File: src/rtl/multicycle_control_fsm.sv
// Multi-cycle control sequencer for the RISC-V datapath: fetch/decode/execute/
// memory/writeback with a shared-memory handshake, illegal-opcode trap and retire counter.
module multicycle_control_fsm #(
  parameter int ALUOP_W         = 2,
  parameter int CNT_W           = 32,
  parameter int TRAP_ON_ILLEGAL = 1
) (
  input  logic               clk,
  input  logic               rst,
  input  logic [6:0]         opcode,
  input  logic [2:0]         funct3,
  input  logic               zero,
  input  logic               mem_ready,
  output logic               mem_req,
  output logic               mem_we,
  output logic               adr_src,
  output logic               ir_write,
  output logic               pc_write,
  output logic               reg_write,
  output logic [1:0]         alu_src_a,
  output logic [1:0]         alu_src_b,
  output logic [ALUOP_W-1:0] alu_op,
  output logic [1:0]         result_src,
  output logic               illegal_instr,
  output logic [3:0]         state_o,
  output logic [CNT_W-1:0]   instret
);

  localparam logic [3:0] S_FETCH    = 4'd0;
  localparam logic [3:0] S_DECODE   = 4'd1;
  localparam logic [3:0] S_MEMADR   = 4'd2;
  localparam logic [3:0] S_MEMREAD  = 4'd3;
  localparam logic [3:0] S_MEMWB    = 4'd4;
  localparam logic [3:0] S_MEMWRITE = 4'd5;
  localparam logic [3:0] S_EXEC_R   = 4'd6;
  localparam logic [3:0] S_EXEC_I   = 4'd7;
  localparam logic [3:0] S_ALUWB    = 4'd8;
  localparam logic [3:0] S_BRANCH   = 4'd9;
  localparam logic [3:0] S_JAL      = 4'd10;
  localparam logic [3:0] S_TRAP     = 4'd11;

  localparam logic [6:0] OP_LW   = 7'b0000011;
  localparam logic [6:0] OP_SW   = 7'b0100011;
  localparam logic [6:0] OP_R    = 7'b0110011;
  localparam logic [6:0] OP_I    = 7'b0010011;
  localparam logic [6:0] OP_BR   = 7'b1100011;
  localparam logic [6:0] OP_JAL  = 7'b1101111;

  localparam logic [ALUOP_W-1:0] ALU_ADD = ALUOP_W'(0);
  localparam logic [ALUOP_W-1:0] ALU_SUB = ALUOP_W'(1);
  localparam logic [ALUOP_W-1:0] ALU_FN  = ALUOP_W'(2);

  logic [3:0]         state_reg, state_next;
  logic [CNT_W-1:0]   instret_reg;
  logic               opcode_legal;
  logic               retire;

  logic               mem_req_next, mem_we_next, adr_src_next, ir_write_next;
  logic               pc_write_next, reg_write_next, illegal_next;
  logic [1:0]         alu_src_a_next, alu_src_b_next, result_src_next;
  logic [ALUOP_W-1:0] alu_op_next;

  always_comb begin
    opcode_legal = (opcode == OP_LW) || (opcode == OP_SW) || (opcode == OP_R) ||
                   (opcode == OP_I)  || (opcode == OP_BR) || (opcode == OP_JAL);
  end

  always_comb begin
    state_next = S_FETCH;
    case (state_reg)
      S_FETCH:    state_next = mem_ready ? S_DECODE : S_FETCH;
      S_DECODE: begin
        case (opcode)
          OP_LW, OP_SW: state_next = S_MEMADR;
          OP_R:         state_next = S_EXEC_R;
          OP_I:         state_next = S_EXEC_I;
          OP_BR:        state_next = S_BRANCH;
          OP_JAL:       state_next = S_JAL;
          default:      state_next = (TRAP_ON_ILLEGAL != 0) ? S_TRAP : S_FETCH;
        endcase
      end
      // Opcode is held in IR, so it still selects the load/store path here.
      S_MEMADR: begin
        if (opcode == OP_LW)      state_next = S_MEMREAD;
        else if (opcode == OP_SW) state_next = S_MEMWRITE;
        else                      state_next = S_FETCH;
      end
      S_MEMREAD:  state_next = mem_ready ? S_MEMWB : S_MEMREAD;
      S_MEMWB:    state_next = S_FETCH;
      S_MEMWRITE: state_next = mem_ready ? S_FETCH : S_MEMWRITE;
      S_EXEC_R:   state_next = S_ALUWB;
      S_EXEC_I:   state_next = S_ALUWB;
      S_ALUWB:    state_next = S_FETCH;
      S_BRANCH:   state_next = S_FETCH;
      S_JAL:      state_next = S_ALUWB;
      S_TRAP:     state_next = S_TRAP;
      default:    state_next = S_FETCH;
    endcase
  end

  always_comb begin
    mem_req_next    = 1'b0;
    mem_we_next     = 1'b0;
    adr_src_next    = 1'b0;
    ir_write_next   = 1'b0;
    pc_write_next   = 1'b0;
    reg_write_next  = 1'b0;
    illegal_next    = 1'b0;
    alu_src_a_next  = 2'b00;
    alu_src_b_next  = 2'b00;
    result_src_next = 2'b00;
    alu_op_next     = ALU_ADD;
    case (state_reg)
      S_FETCH: begin
        mem_req_next    = 1'b1;
        alu_src_b_next  = 2'b10;
        result_src_next = 2'b10;
        ir_write_next   = mem_ready;
        pc_write_next   = mem_ready;
      end
      S_DECODE: begin
        alu_src_a_next = 2'b01;
        alu_src_b_next = 2'b01;
        illegal_next   = ~opcode_legal;
      end
      S_MEMADR: begin
        alu_src_a_next = 2'b10;
        alu_src_b_next = 2'b01;
      end
      S_MEMREAD: begin
        mem_req_next = 1'b1;
        adr_src_next = 1'b1;
      end
      S_MEMWB: begin
        result_src_next = 2'b01;
        reg_write_next  = 1'b1;
      end
      S_MEMWRITE: begin
        mem_req_next = 1'b1;
        mem_we_next  = 1'b1;
        adr_src_next = 1'b1;
      end
      S_EXEC_R: begin
        alu_src_a_next = 2'b10;
        alu_op_next    = ALU_FN;
      end
      S_EXEC_I: begin
        alu_src_a_next = 2'b10;
        alu_src_b_next = 2'b01;
        alu_op_next    = ALU_FN;
      end
      S_ALUWB: reg_write_next = 1'b1;
      S_BRANCH: begin
        alu_src_a_next = 2'b10;
        alu_op_next    = ALU_SUB;
        pc_write_next  = ((funct3 == 3'b000) && zero) || ((funct3 == 3'b001) && !zero);
        illegal_next   = (funct3 != 3'b000) && (funct3 != 3'b001);
      end
      // Target was computed into ALUOut during DECODE; ALUWB then links OldPC+4.
      S_JAL: begin
        alu_src_a_next = 2'b01;
        alu_src_b_next = 2'b10;
        pc_write_next  = 1'b1;
      end
      S_TRAP:  illegal_next = 1'b1;
      default: ;
    endcase
  end

  // Reset blanks every output in the reset cycle, abandoning any memory request.
  always_comb begin
    mem_req       = mem_req_next   & ~rst;
    mem_we        = mem_we_next    & ~rst;
    adr_src       = adr_src_next   & ~rst;
    ir_write      = ir_write_next  & ~rst;
    pc_write      = pc_write_next  & ~rst;
    reg_write     = reg_write_next & ~rst;
    illegal_instr = illegal_next   & ~rst;
    alu_src_a     = rst ? 2'b00 : alu_src_a_next;
    alu_src_b     = rst ? 2'b00 : alu_src_b_next;
    result_src    = rst ? 2'b00 : result_src_next;
    alu_op        = rst ? ALU_ADD : alu_op_next;
    state_o       = rst ? S_FETCH : state_reg;
    instret       = rst ? '0 : instret_reg;
  end

  always_comb begin
    retire = (state_reg == S_MEMWB) || (state_reg == S_ALUWB) ||
             (state_reg == S_BRANCH) || ((state_reg == S_MEMWRITE) && mem_ready);
  end

  always_ff @(posedge clk) begin
    if (rst) begin
      state_reg   <= S_FETCH;
      instret_reg <= '0;
    end else begin
      state_reg <= state_next;
      if (retire) instret_reg <= instret_reg + CNT_W'(1);
    end
  end

endmodule

File: config.mk
export PLATFORM = sky130hd
export DESIGN_NAME = multicycle_control_fsm
export DESIGN_NICKNAME = d
export VERILOG_FILES = /design/src/rtl/multicycle_control_fsm.sv
export SDC_FILE = /design/constraint.sdc
export NUM_CORES = 1
export LEC_CHECK = 0
export ABC_CLOCK_PERIOD_IN_PS = 2000
export BUFFER_PORTS_ARGS = -buffer_cell sky130_fd_sc_hd__buf_4
export CELL_PAD_IN_SITES_DETAIL_PLACEMENT = 1
export CELL_PAD_IN_SITES_GLOBAL_PLACEMENT = 1
export CORE_MARGIN = 4
export CORE_UTILIZATION = 25
export CTS_CLUSTER_DIAMETER = 100
export DETAILED_ROUTE_END_ITERATION = 8
export GPL_TIMING_DRIVEN = 0
export HOLD_SLACK_MARGIN = 0.06
export MAX_ROUTING_LAYER = met4
export PLACE_DENSITY_LB_ADDON = 0.25
export SLEW_MARGIN = 0
export SYNTH_ARGS = -nofsm -noshare
export SYNTH_HDL_FRONTEND = slang
export SYNTH_SLANG_ARGS = --single-unit
File: constraint.sdc
create_clock -name clk -period 2 [get_ports clk]
set_clock_uncertainty 0.05 [all_clocks]
set_input_delay 0.4 -clock clk [delete_from_list [all_inputs] [get_ports clk]]
set_output_delay 0.4 -clock clk [all_outputs]
set_load 0.005 [all_outputs]
==> impl.org, run 1 <==
** Outcome
- The flow ran to the end, but the final reports show violations.
- The final reports fail on setup timing.

** Floorplanning
- Measured along the x axis, the die boundary spans 104 µm.
- In this run the standard cell core region covers 8890 µm².
- Core Rows :: 34
- The die covers 10900 µm².
- Top-level port count :: 65
- The floorplan step set the die height to 104 µm.
- The initial utilization of the core area, before any placement, comes to 26.1%.

** Clock network
- Max H-tree Level :: 2
- CTS Buf Count :: 5
- Clock-pin slew was measured on the worst setup and hold paths at 0.08 ns.
- The number of hold buffers added after CTS was 0.
- No sink is reached through more buffers than the 2 on the longest clock path.
- The tree is rooted in a sky130_fd_sc_hd__clkbuf_8.
- CTS tree :: done
- The clock drives 36 sinks.
- Clock insertion delay at the later pin of the skew report :: 0.29 ns

** Finish
- In the final layout, the share of cells above drive strength 1 is 38.5%.
- Leaving out filler cells and counting taps, the final layout contains 508.
- Flip-flop count of the largest register, all copies and words added :: 32
- The repair_antennas step left the layout with diodes totalling 0.
- Post-layout nets :: 414
- From synthesis to final layout, the design area changed by 48.7%.

** Routing
- Number of vias per cell :: 5.18
- Wire length after detailed routing :: 8620 µm
- Remaining design rule violation count :: 0
- Vias :: 2632
- The first detailed-routing pass ran for 4 iterations.
- In the final routed layout, each cell accounts on average for 17.0 µm.
- Detailed router's first-iteration violation count :: 47
- The count of nets left with antenna violations once routing finished came out at 0.

** Global routing
- Pin count of the biggest net entering global routing :: 12
- The initial antenna violation count was 0.
- Number of global-route vias before repair :: 2671
- Total global-route track usage :: 15.8%
- Global-route congestion overflow total :: 0
- Global-route wire length before repair :: 13800 µm

** Power and ir drop
- Across the VDD grid, the largest voltage drop is 0.265 mV.
- Summed over all cells, the static leakage comes to 0.00136 µW.
- Total power for the finished layout comes to 1990 µW.
- In this run the power density over the cells is 578 nW/µm².

** Placement
- Routability-driven placement finished with a final weighted congestion of 0.776.
- Once detailed placement completed, the half-perimeter wirelength came to 6040 µm.
- The count of buffers added on input and output ports is 64.
- Counting tap cells, the placed design contains a total of 485 instances.

** STA
- Final period utilization :: 105%
- Final Setup Violations :: 6
- The routed design could run at a clock period as short as 2.10 ns.
- Fmax :: 477 MHz
- Headroom to the max-slew limit came out at 54.7%.
- Final-report max-slew violation count :: 0
- Setup repair after global routing could not meet its margin everywhere.
- The total count of hold-check failures in the final report was 0.
- Minimum setup slack in the final design :: -0.0960 ns
- Slew at the pin closest to its max-slew limit :: 0.679 ns

** Yosys
- In this run the cell area of the synthesized design comes to 2320 µm².
- Number of nets produced by synthesis :: 328
- In the synthesized netlist the dominant register cell turns out to be sky130_fd_sc_hd__dfxtp_1.
- Syn_area_per_cell :: 7.41 µm²
- Yosys mapped the design onto 39 distinct sky130hd cell types.
- Counting flops with an async set or reset pin after synthesis yields a share of 0%.
- Number of warnings issued by yosys :: 0
- Cells after synthesis :: 313
- Number of synthesized flops with an enable pin :: 0
- Sequential cell area fraction in the yosys report :: 31.1%
- Flip-flop and latch count after synthesis :: 36

** Critical path
- Of all nets on the critical path, the largest fanout is 6.
- Data arrival at the endpoint of the critical path :: 2.27 ns
- FF-to-FF setup slack :: -0.1 ns
- The worst setup path is of the flop to flop kind.
- The critical path goes through buf_6 -> nand2b_4 -> o21a_4 -> or4_4 -> buf_6 -> or3_1 -> a21oi_2.
- Worst Path Required :: 2.17 ns
- Critical path's largest stage delay :: 0.58 ns
- The cell that appears most often on the critical path is sky130_fd_sc_hd__buf_6.
- The worst setup path is captured at a flop.
- Type of element launching the critical path :: flop
- Worst-path cell with the longest stage delay :: sky130_fd_sc_hd__or4_4

** Job
- Max cap viols :: 0

** Hold path
- Hold crit path type :: input pin to flop
final cells by class:
| class | count | area (µm²) |
|---|---|---|
| plain buffers | 18 | 159 |
| clock buffers | 7 | 96.3 |
| clock inverters | 1 | 30.0 |
| fillers | 1093 | 5440 |
| inverters | 5 | 21.3 |
| multi-input cells | 253 | 1640 |
| flip-flops and latches | 36 | 744 |
| well taps | 108 | 135 |
| repair buffers | 80 | 619 |
final timing paths:
kind / from / end / cells after the start
worst min-delay path: rst / instret_reg[24]$_SDFFE_PP0P_ / 3
worst max-delay path: state_reg[3]$_SDFF_PP0_ / instret_reg[14]$_SDFFE_PP0P_ / 7
worst max register to register: state_reg[3]$_SDFF_PP0_ / instret_reg[14]$_SDFFE_PP0P_ / 7
worst min register to register: instret_reg[30]$_SDFFE_PP0P_ / instret_reg[30]$_SDFFE_PP0P_ / 2
power by group:
part | internal, µW | switching, µW
logic | 244 | 263
clock network | 440 | 283
registers | 735 | 27.8
total | 1420 | 574
worst max-delay path: cells and delay by family (launching register included):
family / cells / cell delay (ns)
and+or+nand+nor: 3 / 1.03
DFF: 1 / 0.33
AOI/OAI and AO/OA: 2 / 0.33
buffers and inverters: 2 / 0.28
layout by cell type, fill, tap and decap left out, drive strengths merged, types with 2 or more instances in the layout:
cell    netlist  layout
buf           6      88
nor2b        36      36
dfxtp        36      36
nor2         31      31
a21oi        21      21
nand2        20      20
o21ai        20      20
clkbuf       13      17
nor3         16      16
nand3        14      14
or3          13      13
nand4        12      12
xnor2         9       9
and3          8       8
nor4          8       8
mux2          6       6
inv           5       5
and2          5       5
and4          5       5
nand2b        5       5
xor2          4       4
or4           4       4
a31oi         2       2
o21a          2       2
metal layers:
metal | part of all wire (%) | GRT usage (%) | vias up | wire length, µm
met5 | 0 | - | - | 0
met4 | 0.80 | 3.23 | 0 | 69
met3 | 3.3 | 2.61 | 6 | 281
met2 | 51 | 27.6 | 48 | 4390
met1 | 45 | 19.1 | 1294 | 3880
li1 | - | - | 1284 | -
cell usage after synthesis, types with 2 or more instances:
cell type | instances | area share (%)
sky130_fd_sc_hd__clkbuf_1 | 13 | 2.1
sky130_fd_sc_hd__inv_1 | 5 | 0.81
sky130_fd_sc_hd__a21oi_1 | 21 | 4.5
sky130_fd_sc_hd__or3_1 | 13 | 3.5
sky130_fd_sc_hd__xnor2_1 | 9 | 3.4
sky130_fd_sc_hd__nand3_1 | 14 | 3.0
sky130_fd_sc_hd__and4_1 | 5 | 1.9
sky130_fd_sc_hd__nor2b_1 | 36 | 9.7
sky130_fd_sc_hd__nand4_1 | 12 | 3.2
sky130_fd_sc_hd__mux2_2 | 6 | 2.9
sky130_fd_sc_hd__nor3_1 | 16 | 3.5
sky130_fd_sc_hd__nor2_1 | 31 | 5.0
sky130_fd_sc_hd__xor2_1 | 4 | 1.5
sky130_fd_sc_hd__a31oi_1 | 2 | 0.54
sky130_fd_sc_hd__nand2b_1 | 4 | 1.1
sky130_fd_sc_hd__buf_1 | 3 | 0.49
sky130_fd_sc_hd__or4_1 | 3 | 0.97
sky130_fd_sc_hd__dfxtp_1 | 36 | 31
sky130_fd_sc_hd__nand2_1 | 20 | 3.2
sky130_fd_sc_hd__o21ai_0 | 20 | 4.3
sky130_fd_sc_hd__and3_1 | 8 | 2.2
sky130_fd_sc_hd__nor4_1 | 8 | 2.2
sky130_fd_sc_hd__o21a_1 | 2 | 0.65
sky130_fd_sc_hd__buf_6 | 3 | 1.5
sky130_fd_sc_hd__and2_1 | 5 | 1.3
what timing repair did:
action,in CTS,in global routing
setup buffers,12,4
pin swaps,12,13
hold endpoints to repair,0,0
resized for setup,61,39
cloned,0,0
setup endpoints to repair,60,53
stage by stage:
| step | cell area, µm² | hold WS (ns) | TNS [ns] | setup slack, ns | util, % |
|---|---|---|---|---|---|
| 2_1_floorplan | 2320 | 0.404 | 0 | 0.0501 | - |
| 3_3_place_gp | 2940 | 0.412 | -6.77 | -0.312 | 33.0 |
| 3_5_place_dp | 2940 | 0.440 | -7.71 | -0.321 | 33.0 |
| 4_1_cts | 3310 | 0.389 | -0.353 | -0.0900 | 37.2 |
| 5_1_grt | 3450 | 0.398 | -1.05 | -0.137 | 38.8 |
| 6_report | 3450 | 0.387 | -0.322 | -0.0960 | 38.8 |
cell families after synthesis:
| logic type | count (synthesis) | synth area share (%) |
|---|---|---|
| AO/OA/AOI/OAI | 53 | 12.9 |
| flip-flops | 36 | 31.1 |
| adder cells (fa/ha/maj) | 1 | 0.539 |
| AND/OR/NAND/NOR | 180 | 42.8 |
| XOR/XNOR | 13 | 4.91 |
| multiplexers | 6 | 2.91 |
| buffers and inverters | 24 | 4.85 |
(Power assumes the default switching activity.)
==> run 2: changes to the inputs <==
CORE_MARGIN = default   (was 4)
==> run 2 against run 1 <==
- the run ends with DRC, setup timing left
- critical path type unchanged
- largest cell class unchanged
- utilization rose by 0.43 points
- sequential share of layout area is 0.084 points higher
- critical endpoint is now instret_reg[18]$_SDFFE_PP0P_
- largest power group unchanged
- hold slack improved by 0.011 ns
==> impl.org, run 2 (synthesis results as in run 1) <==
** Outcome
- Result of the run :: finished, violations left
- Violated checks :: DRC, setup timing

** Finish
- The layout has 1098 filler cells.
- Flip-flop count of the largest register, all copies and words added :: 32
- Antenna cells :: 0
- After routing the design area is 3470 µm².
- For this run, the post-layout net count is 416.
- The library cells used most frequently in the layout, excluding fill and tap cells, are sky130_fd_sc_hd__buf_4 (78), sky130_fd_sc_hd__nor2b_1 (33), sky130_fd_sc_hd__nor2_1 (31).
- Leading cell type in the layout, fill and taps excluded :: sky130_fd_sc_hd__buf_4
- From synthesis to final layout, the design area changed by 49.6%.
- Cells with a size suffix above 1 make up 40.1% of the layout.

** Global routing
- Met2 track demand over resource :: 29.8%
- Pin count of the biggest net entering global routing :: 11
- Global routing consumed, on the met3 layer, 2.51% of the routing resources.
- Global-route congestion overflow total :: 0
- The initial antenna violation count is 0.
- met2 is the most crowded layer.
- Total global-route track usage :: 17.7%
- The first global-routing pass estimated 13200 µm of wire.
- GR Util met1 :: 22.3%
- Number of global-route vias before repair :: 2630

** Routing
- Remaining number of nets flagged by the antenna check after routing :: 0
- After detailed routing, the average wire length per cell comes to 16.6 µm.
- First drt pass iteration count :: 6
- Number of vias per cell :: 5.18
- Remaining design rule violation count :: 5
- Wires add up to 8430 µm.
- Vias :: 2636
- The detailed router finished its first iteration with 90 violations.

** Critical path
- The worst register-to-register path begins at state_reg[3]$_SDFF_PP0_.
- Launching instance or port of the critical path :: state_reg[3]$_SDFF_PP0_
- Largest fanout of any net on the critical path :: 6
- The endpoint identified for the worst register-to-register timing path is instret_reg[18]$_SDFFE_PP0P_.
- At the worst endpoint, the required time is 2.16 ns.
- Cells on worst reg2reg path :: 7
- The setup check on the worst reg-to-reg path leaves a slack of -0.07 ns.
- CP Class :: flop to flop
- The worst setup path is launched from a flop.
- STA classifies the critical path endpoint as a flop.
- Data arrival at the endpoint of the critical path :: 2.23 ns

** STA
- In the finished design, the share of the clock period the worst path needs comes to 103%.
- After layout, the minimum clock period comes to 2.07 ns.
- Max transition margin :: 57.2%
- The total count of hold-check failures in the final report was 0.
- Fmax :: 484 MHz
- Setup violations remaining at the end of the flow were counted as 9.
- The number of pins exceeding their max-slew limit in the final report came to 0.
- Slew at the pin closest to its max-slew limit :: 0.642 ns
- In the post-route analysis, the smallest setup slack over all paths is -0.0666 ns.
- Unrepaired setup endpoints after global routing :: yes

** Power and ir drop
- Power density cells :: 525 nW/µm²
- Static leakage power :: 0.00135 µW
- The worst-case IR drop observed on VDD is 0.233 mV.

** Clock network
- CTS Buf Count :: 5
- Root cell of the clock tree :: sky130_fd_sc_hd__clkbuf_8
- For this design, the sink count on the clock tree is 36.
- After clock tree synthesis, the clock-pin slew on the worst setup and hold paths is 0.08 ns.
- Max H-tree Level :: 2
- Clock insertion delay at the later pin of the skew report :: 0.29 ns
- Max Root-Sink Buffers :: 2
- Buffers inserted to repair hold after CTS numbered 0.
- CTS tree :: done

** Floorplanning
- Core Rows :: 34
- Vertical extent of the die :: 98.3 µm
- Area of the core region :: 8850 µm²
- Die outline area :: 9670 µm²
- In this run the count of I/O pins placed on the die edge is 65.
- The initial utilization of the core area, before any placement, comes to 26.2%.
- Horizontal die dimension :: 98.3 µm

** Placement
- Final HPWL from detailed placement :: 5710 µm
- Area of placed instances :: 2940 µm²
- Weighted congestion at the end of routability-driven global placement :: 0.802
- IO Port Bufs :: 64
- Before CTS, the worst setup slack after placement is -0.392 ns.

** Hold path
- Along the worst hold path, the cell count comes to 3.
- The path class of the tightest hold or removal check is input pin to flop.
- In this run the most critical hold path is launched from opcode[2].
- The path with the worst hold slack has its endpoint at state_reg[1]$_SDFF_PP0_.

** Job
- The tool flagged a number of max-cap violations equal to 0.
run 2: cell count changes in the layout (fill, tap and decap cells not counted), sizes merged:
cell	change
clkbuf	-1
bufinv	-1
clkinv	+1
buf	+2
run 2: how the worst max path moves through the flow:
stage                                        end  slack, ns  cells after the start
floorplan           instret_reg[18]$_SDFFE_PP0P_       0.05                      7
global placement                   illegal_instr      -0.37                      7
detailed placement                 illegal_instr      -0.39                      7
CTS                                illegal_instr      -0.05                      6
global route        instret_reg[18]$_SDFFE_PP0P_      -0.12                      7
finish              instret_reg[18]$_SDFFE_PP0P_      -0.07                      7
run 2: routing by layer:
layer	routed length, µm	up-vias
met2	4200	60
met3	371	7
met5	0	-
met1	3780	1284
li1	-	1285
met4	80	0
run 2: layout make-up:
class                      instances  area (µm²)  share of cell area, %
multi-input combinational        253        1690                   48.8
sequential                        36         752                   21.7
timing repair buffer              84         653                   18.8
buffer                            16         139                   4.00
tap                              108         135                   3.89
clock buffer                       6        72.6                   2.09
inverter                           5        18.8                  0.541
clock inverter                     1        5.00                  0.144
run 2: worst max-delay path: stages, from the launching register on:
cell                       delay [ns]
sky130_fd_sc_hd__dfxtp_2         0.33
sky130_fd_sc_hd__buf_6           0.12
sky130_fd_sc_hd__nand2b_4        0.13
sky130_fd_sc_hd__o21a_1          0.20
sky130_fd_sc_hd__or4_4           0.58
sky130_fd_sc_hd__buf_6           0.16
sky130_fd_sc_hd__or3_1           0.31
sky130_fd_sc_hd__a21oi_1         0.12
run 2: where the power goes:
group	leakage (µW)	switching, µW	internal [µW]
sequential	0.000298	21.3	732
combinational	0.00101	298	273
clock	0.0000410	261	237
run 2: what timing repair did:
| action | CTS | global route |
|---|---|---|
| endpoints found under the setup margin | 61 | 41 |
| setup buffers | 13 | 7 |
| pin swaps | 17 | 14 |
| resized for setup | 59 | 54 |
run 2: metrics by stage:
| stage | cells | util (%) | total power (µW) | hold WS, ns | TNS [ns] |
|---|---|---|---|---|---|
| finish | 509 | 39.2 | 1820 | 0.398 | -0.424 |
| floorplan | 313 | - | 986 | 0.404 | 0 |
| CTS | 504 | 36.7 | 1740 | 0.375 | -0.412 |
| detailed placement | 485 | 33.2 | 1160 | 0.437 | -7.91 |
| global placement | 485 | 33.2 | 1150 | 0.412 | -7.11 |
| global route | 509 | 39.2 | 1920 | 0.401 | -1.07 |
